--- src/rtl/bcd_to_binary_converter.sv ---
// ---------------------------------------------------------------------------
// bcd_to_binary_converter : MSD-first Horner BCD-to-binary converter, one
// digit per enabled clock. Optional macro DIGIT_CHECK_EN adds invalid-digit
// detection. Rev 1.0
// ---------------------------------------------------------------------------
`default_nettype none

module bcd_to_binary_converter #(
  parameter int DIGITS = 5
) (
  input  logic                  trigger,
  input  logic                  reset,
  input  logic                  en,
  input  logic                  start,
  input  logic [4*DIGITS-1:0]   bcd_value,
  output logic [16:0]           binary_value,
  output logic                  busy,
  output logic                  done,
  output logic                  error
);

  typedef enum logic [0:0] {
    IDLE = 1'b0,
    CONV = 1'b1
  } state_t;

  localparam logic [2:0] c_LAST = 3'(DIGITS - 1);

  state_t              r_state;
  state_t              w_next;
  logic [4*DIGITS-1:0] r_bcd;
  logic [16:0]         r_acc;
  logic [2:0]          r_idx;
  logic [16:0]         r_value;
  logic                r_busy;
  logic                r_done;
  logic [3:0]          w_digit;
  logic [16:0]         w_sum;
  logic                w_accept;
  logic                w_last;

  assign w_accept = en && (r_state == IDLE) && start;
  assign w_last   = (r_state == CONV) && (r_idx == 3'd0);
  assign w_digit  = r_bcd[{r_idx, 2'b00} +: 4];
  assign w_sum    = r_acc * 17'd10 + {13'd0, w_digit};

  always_ff @(posedge trigger or posedge reset) begin
    if (reset) begin
      r_state <= IDLE;
    end else begin
      r_state <= w_next;
    end
  end

  always_comb begin
    w_next = r_state;
    if (en) begin
      case (r_state)
        IDLE:    if (start) w_next = CONV;
        CONV:    if (r_idx == 3'd0) w_next = IDLE;
        default: w_next = IDLE;
      endcase
    end
  end

`ifdef DIGIT_CHECK_EN
  logic r_bad;
  logic r_error;
  logic w_bad_any;

  // The sticky flag misses the digit consumed on the final edge, so fold it in.
  assign w_bad_any = r_bad || (w_digit > 4'd9);
  assign error     = r_error;

  always_ff @(posedge trigger or posedge reset) begin
    if (reset) begin
      r_bad   <= 1'b0;
      r_error <= 1'b0;
    end else if (en) begin
      if (w_accept) begin
        r_bad   <= 1'b0;
        r_error <= 1'b0;
      end else if (r_state == CONV) begin
        r_bad <= w_bad_any;
        if (w_last) r_error <= w_bad_any;
      end
    end
  end
`else
  assign error = 1'b0;
`endif

  always_ff @(posedge trigger or posedge reset) begin
    if (reset) begin
      r_bcd   <= '0;
      r_acc   <= '0;
      r_idx   <= '0;
      r_value <= '0;
      r_busy  <= 1'b0;
      r_done  <= 1'b0;
    end else if (en) begin
      r_done <= 1'b0;
      if (w_accept) begin
        r_bcd  <= bcd_value;
        r_acc  <= '0;
        r_idx  <= c_LAST;
        r_busy <= 1'b1;
      end else if (r_state == CONV) begin
        r_acc <= w_sum;
        if (w_last) begin
`ifdef DIGIT_CHECK_EN
          r_value <= w_bad_any ? 17'd0 : w_sum;
`else
          r_value <= w_sum;
`endif
          r_done <= 1'b1;
          r_busy <= 1'b0;
        end else begin
          r_idx <= r_idx - 3'd1;
        end
      end
    end
  end

  assign binary_value = r_value;
  assign busy         = r_busy;
  assign done         = r_done;

endmodule

`default_nettype wire

--- config.mk ---
export PLATFORM = sky130hd
export DESIGN_NAME = bcd_to_binary_converter
export DESIGN_NICKNAME = d
export VERILOG_FILES = /design/src/rtl/bcd_to_binary_converter.sv
export SDC_FILE = /design/constraint.sdc
export NUM_CORES = 1
export LEC_CHECK = 0
export CORE_ASPECT_RATIO = 0.6
export CORE_MARGIN = 10
export CORE_UTILIZATION = 30
export CTS_CLUSTER_DIAMETER = 120
export DETAILED_ROUTE_END_ITERATION = 8
export PLACE_DENSITY = 0.59
export SLEW_MARGIN = 10
export SYNTH_ARGS = -nofsm -noshare
export SYNTH_HDL_FRONTEND = slang
export SYNTH_SLANG_ARGS = --single-unit
--- constraint.sdc ---
create_clock -name trigger -period 9.6 [get_ports trigger]
set_input_delay 0.96 -clock trigger [delete_from_list [all_inputs] [get_ports trigger]]
set_output_delay 0.96 -clock trigger [all_outputs]
set_load 0.02 [all_outputs]
==> impl_results.md, run 1 <==
* # diodes at 0
* Top-count cell post-synth: dfrtp_1
* Critical path fanouts, max at 12
* Pleak at 1.95 nW
* Die span in x at 159 um
* Worst hold path class: register to register
* Post-Syn Area at 3460 um^2
* Overflow after GRT at 0
* Synthesis Warnings at 0
* Layout Cells excl Fill at 554
* Worst slew pin tran at 1.05 ns
* CTS tree: built
* CP peak stage delay at 0.60 ns
* Post-Place Cells at 538
* Fillers at 1126
* CP startpoint: r_idx[0]
* Asr flop ratio synth at 100%
* Startpoint Class: register
* Nets at 445
* Post-Route Setup TNS at 0 ns
* Worst-Skew Late Latency at 0.32 ns
* Final setup vio count at 0
* Max_cap viols at 0
* Gr usage total at 10.3%
* DRT Pass-1 Iters at 4
* Synthesized Nets at 401
* Crit. End Element: register
* Slew margin rel. at 29.8%
* Yosys reg bits at 59
* Critical-path top delay cell: dfrtp_1
* Detailed Place HPWL at 6530 um
* Hold buffer count at cts at 0
* Root Buffer: clkbuf_16
* Largest net degree at the start of global routing at 60
* Commonest cells post-synth: dfrtp_1, nand2_1, o21ai_0
* Cell taking the most area after synthesis: dfrtp_1
* Final Max Tran Viols at 0
* Routed len/inst at 15.1 um
* First-pass GRT wire length at 13500 um
* CTS max path bufs at 2
* Seq/Total Area, Yosys at 42.6%
* HP Start: binary_value[16]
* Fin crit period at 3.68 ns
* IO Pins at 44
* DRC Markers at 0
* Total Wirelength at 8340 um
* Initial Utilization at 30.7%
* Met1 wire length at 4460 um
* Synth top area share at 42.6%
* DR WL met2 at 3260 um
* Initial antenna violation count at 0
* Gpl congestion at 0.838
* Power Density at 364 nW/um^2
* Final Skew at 0.00605 ns
* CP Data Required Time at 9.78 ns
* Setup WS post-layout at 5.92 ns
* Iteration-0 DRC Markers at 164
* Site Rows at 30
* R2r startpoint: r_idx[0]
* IO buf count at 42
* EDFF count, synth at 0
* RSZ-0062 raised after global routing: false
* Critical path class: register to register
* CTS-repair resized insts at 0
* Area occupied by multi-input gates at 1880 um^2
* Die ar. at 16400 um^2
* H-tree levels at 3
* Mean Syn Cell Area at 10.0 um^2
* Post-DRT Antenna Nets at 0
* DR WL met3 at 566 um
* Synth area leaders: dfrtp_1, ha_1, mux2_2
* Hold Vio Cnt, Final at 0
* Crit path DAT at 3.86 ns
* Area Overhead vs Synth at 25.4%
* Cell count after synthesis at 345
* CTS Sinks at 59
* Post-Place Worst Slack at 5.98 ns
* Final period util at 38.3%
* Post-synth cell types at 47
* Share of layout cells above drive strength 1 at 11.9%
* Vert. Die Dim at 103 um
* Via density per instance at 4.79
* Core box area at 11300 um^2
* Postcts setup bufs at 0
* VDD IR max at 0.000122 V
* Via count at 2653
* Max layer used: met4
* Storage cell area at 1480 um^2
* Vias in the first global route at 2574
* Top FF cell, synth: dfrtp_1
* Status: complete, no violations
* Crit path cell chain: inv_1, nor2_1, a21oi_1, o22ai_1, ha_1, inv_1, fa_1, nor2b_1, o21ai_0, nor3b_1, nand3_1, or2_4, nor3_1, xor2_1, o21ai_0
* Fmax at 272 MHz
* Total CTS buffers at 9
* Clk slew on worst S/H paths at 0.05 ns
[worst paths after layout]
path,end,cells after the start,slack [ns]
worst min register to register,binary_value[16],2,0.48
worst max-delay path,r_acc[13],15,5.92
max in group asynchronous,binary_value[5],3,7.94
worst max register to register,r_acc[13],15,5.92
min in group asynchronous,binary_value[12],3,1.16
worst min-delay path,binary_value[16],2,0.48
[routing by layer]
metal  vias up  GRT usage (%)
met5         -              0
met4         0           2.79
met3         9           3.99
met2        66           14.0
met1      1275           14.8
li1       1303              -
[power breakdown]
group	leakage, nW	internal, mW	switching (mW)
Sequential	0.733	0.363	0.0945
Combinational	1.07	0.361	0.449
Clock	0.145	0.206	0.109
Total	1.95	0.930	0.652
[critical path: cells and delay by family, from the launching register on]
| kind | cells | cell delay (ns) |
|---|---|---|
| and+or+nand+nor | 6 | 1.43 |
| DFF | 1 | 0.60 |
| adders and majority gates | 2 | 0.59 |
| AOI/OAI and AO/OA | 4 | 0.52 |
| buffers and inverters | 2 | 0.21 |
| xor gates and xnor gates | 1 | 0.18 |
[sequential cells by signal (all words and copies together), names as in the netlist]
register      count
r_bcd            20
binary_value     17
r_acc            16
r_idx             3
busy              1
done              1
r_state           1
[logic make-up (layout without fill, tap and decap cells)]
logic type                 Yosys count  in the layout  synth area share (%)
and+or+nand+nor                     93             93                  12.6
AOI/OAI and AO/OA                   83             83                  14.5
DFF                                 59             59                  42.6
adders and majority gates           32             32                  12.0
muxes                               29             29                  9.14
xor gates and xnor gates            24             24                  6.07
buffers and inverters               24             73                  3.03
other                                1              1                 0.108
[area by class of cell]
| cell class | count | share of cell area (%) |
|---|---|---|
| timing repair buffer | 45 | 10.2 |
| multi-input combinational | 262 | 43.4 |
| sequential | 59 | 34.0 |
| tap | 160 | 4.61 |
| clock inverter | 5 | 1.21 |
| clock buffer | 11 | 5.59 |
| inverter | 12 | 1.04 |
[per-stage QoR]
stage          hold WS, ns  total power [mW]  util [%]  area (um^2)
2_1_floorplan        0.454              1.01         -         3460
3_3_place_gp         0.463              1.25      35.8         4050
3_5_place_dp         0.470              1.27      35.8         4050
4_1_cts              0.482              1.59      38.4         4340
5_1_grt              0.516              1.71      38.4         4340
6_report             0.476              1.58      38.4         4340
[layout by cell type, fill, tap and decap left out, types with 2 or more instances in the layout]
cell,netlist,layout
clkdlybuf4s50_1,0,42
clkinv_2,0,3
a22oi_1,2,2
or2_2,2,2
nor2_1,15,15
nand3b_1,2,2
clkbuf_16,0,9
o21a_1,3,3
nor3_1,3,3
nor3b_1,3,3
nor2b_1,2,2
mux2i_1,8,8
ha_1,30,30
mux2_2,21,21
a21o_1,6,6
a211oi_1,2,2
nand2b_1,5,5
o21ai_1,4,4
buf_4,2,3
nand4_1,2,2
inv_1,12,11
xor2_1,12,12
a31oi_1,2,2
o21ai_0,38,38
o22ai_1,3,3
dfrtp_1,59,59
a22o_1,2,2
nand3_1,4,4
xnor2_1,12,12
fa_1,2,2
a21oi_1,13,13
nand2_1,49,49
Power figures use the tool's default switching activity.
==> run 2: changes to the inputs <==
Clock period 9.6 ns to 3.63 ns, I/O delays scaled along.
==> impl_results.md, run 2 (synthesis results as in run 1) <==
* Hold buffer count at cts at 0
* Critical path class: register to register
* Site Rows at 30
* Max_cap viols at 0
* Pint at 2.49 mW
* First-pass GRT wire length at 14100 um
* Startpoint Class: register
* Initial Utilization at 30.7%
* Power Density at 974 nW/um^2
* Hold Path Depth at 2
* Pleak at 1.97 nW
* R2R setup slack at 0.34 ns
* Initial antenna violation count at 0
* Total Wirelength at 8590 um
* Vert. Die Dim at 103 um
* Most used cell, CP: o21ai_0
* Worst hold path class: register to register
* Gr usage total at 10.9%
* IO Pins at 44
* Share of power burned in registers at 28.0%
* Detailed Place HPWL at 6670 um
* Critical-path top delay cell: dfrtp_2
* Critical path fanouts, max at 10
* Fillers at 1103
* Die span in x at 159 um
* Hold Vio Cnt, Final at 0
* Fmax at 304 MHz
* Crit Reg-Reg Endpoint: binary_value[13]
* Most common cell after layout, fill and taps aside: dfrtp_1
* CP Data Required Time at 3.83 ns
* Crit. End Element: register
* Crit path cell chain: mux2i_1, nor2_1, a21oi_1, o22ai_1, ha_1, inv_1, fa_1, nor2b_1, o21ai_0, nor3b_2, nand3_1, or2_4, nor3_1, xor2_1, o21ai_0
* CP delay by family, top: simple AND/OR/NAND/NOR gates
* Post-Route Setup TNS at 0 ns
* Worst slew pin tran at 0.942 ns
* Nets at 449
* Status: complete, no violations
* Final setup vio count at 0
* Switching pwr at 1.78 mW
* CTS Sinks at 59
* Combinational Power Share at 52.3%
* DRT Pass-1 Iters at 4
* Postcts setup bufs at 0
* Total CTS buffers at 9
* Vias in the first global route at 2641
* Routed len/inst at 15.4 um
* Crit path DAT at 3.49 ns
* # diodes at 0
* Root Buffer: clkbuf_16
* H-tree levels at 3
* Final period util at 90.6%
* Die ar. at 16400 um^2
* Power share of the clock group at 19.7%
* Core box area at 11300 um^2
* Most frequent cells in the layout: dfrtp_1, nand2_1, clkdlybuf4s50_1
* IO buf count at 42
* Final Skew at 0.00517 ns
* DRC Markers at 0
* Hold EP: binary_value[10]
* Net Sw Frac at 41.6%
* HP Start: binary_value[10]
* Top reg by flops: r_bcd
* Gpl congestion at 0.914
* Fin crit period at 3.29 ns
* Via density per instance at 4.74
* Slew margin rel. at 37.1%
* Post-DRT Antenna Nets at 0
* Share of layout cells above drive strength 1 at 13.6%
* Iteration-0 DRC Markers at 182
* Clk slew on worst S/H paths at 0.05 ns
* CTS tree: built
* VDD IR max at 0.000388 V
* R2r worst-path depth at 15
* Worst path bufs/invs at 1
* Via count at 2647
* CP peak stage delay at 0.50 ns
* Worst-Skew Late Latency at 0.33 ns
* Overflow after GRT at 0
* R2r startpoint: r_idx[2]
* Hold WS at 0.474 ns
* RSZ-0062 raised after global routing: false
* Area Overhead vs Synth at 26.5%
* CTS max path bufs at 2
* Max FFs per register at 20
* Final Max Tran Viols at 0
* CTS-repair resized insts at 0
* Largest net degree at the start of global routing at 46
run 2: changes by cell type in the layout (fill, tap and decap cells not counted), sizes merged:
cell / before / now
buf: 3 / 7
run 2: power groups by stage:
stage | logic, mW | clock network [mW] | registers [mW]
finish | 2.23 | 0.839 | 1.20
global route | 2.49 | 0.884 | 1.24
CTS | 2.23 | 0.863 | 1.19
detailed placement | 2.21 | 0 | 1.20
global placement | 2.18 | 0 | 1.19
floorplan | 1.45 | 0 | 1.22
run 2: worst max-delay path by stage:
stage | depth (start not counted) | end | from | slack (ns)
floorplan | 16 | binary_value[13] | r_idx[2] | 0.48
global placement | 14 | r_acc[13] | r_idx[2] | 0.40
detailed placement | 14 | binary_value[13] | r_idx[2] | 0.21
CTS | 14 | binary_value[13] | r_idx[2] | 0.12
global route | 15 | r_acc[13] | r_idx[2] | 0.02
finish | 15 | binary_value[13] | r_idx[2] | 0.34
run 2: per-layer routing:
metal	GRT usage (%)	vias up	part of all wire, %
li1	-	1313	-
met1	16.1	1251	53
met2	13.6	73	37
met3	4.47	10	8.5
met4	3.43	0	0.88
met5	0	-	0
run 2: area by class of cell:
| cell class | count | area [um^2] | share of cell area (%) |
|---|---|---|---|
| multi-input cells | 262 | 1890 | 43.1 |
| flip-flops and latches | 59 | 1480 | 33.7 |
| inverters | 12 | 45.0 | 1.03 |
| repair buffers | 49 | 473 | 10.8 |
| well taps | 160 | 200 | 4.57 |
| clock buffers | 11 | 243 | 5.54 |
| clock inverters | 5 | 52.6 | 1.20 |
run 2: tightest hold or removal path, stage by stage (launching register included):
cell	delay, ns
dfrtp_1	0.34
nand2_1	0.04
o21ai_0	0.06
run 2: per-stage QoR:
stage	total power, mW	worst slack (ns)	utilization, %	cell area (um^2)	std cells
global route	4.62	0.0198	38.8	4380	558
CTS	4.29	0.123	38.7	4370	558
finish	4.27	0.340	38.8	4380	558
floorplan	2.68	0.481	-	3460	345
detailed placement	3.41	0.206	36.1	4080	542
global placement	3.38	0.400	36.1	4080	542
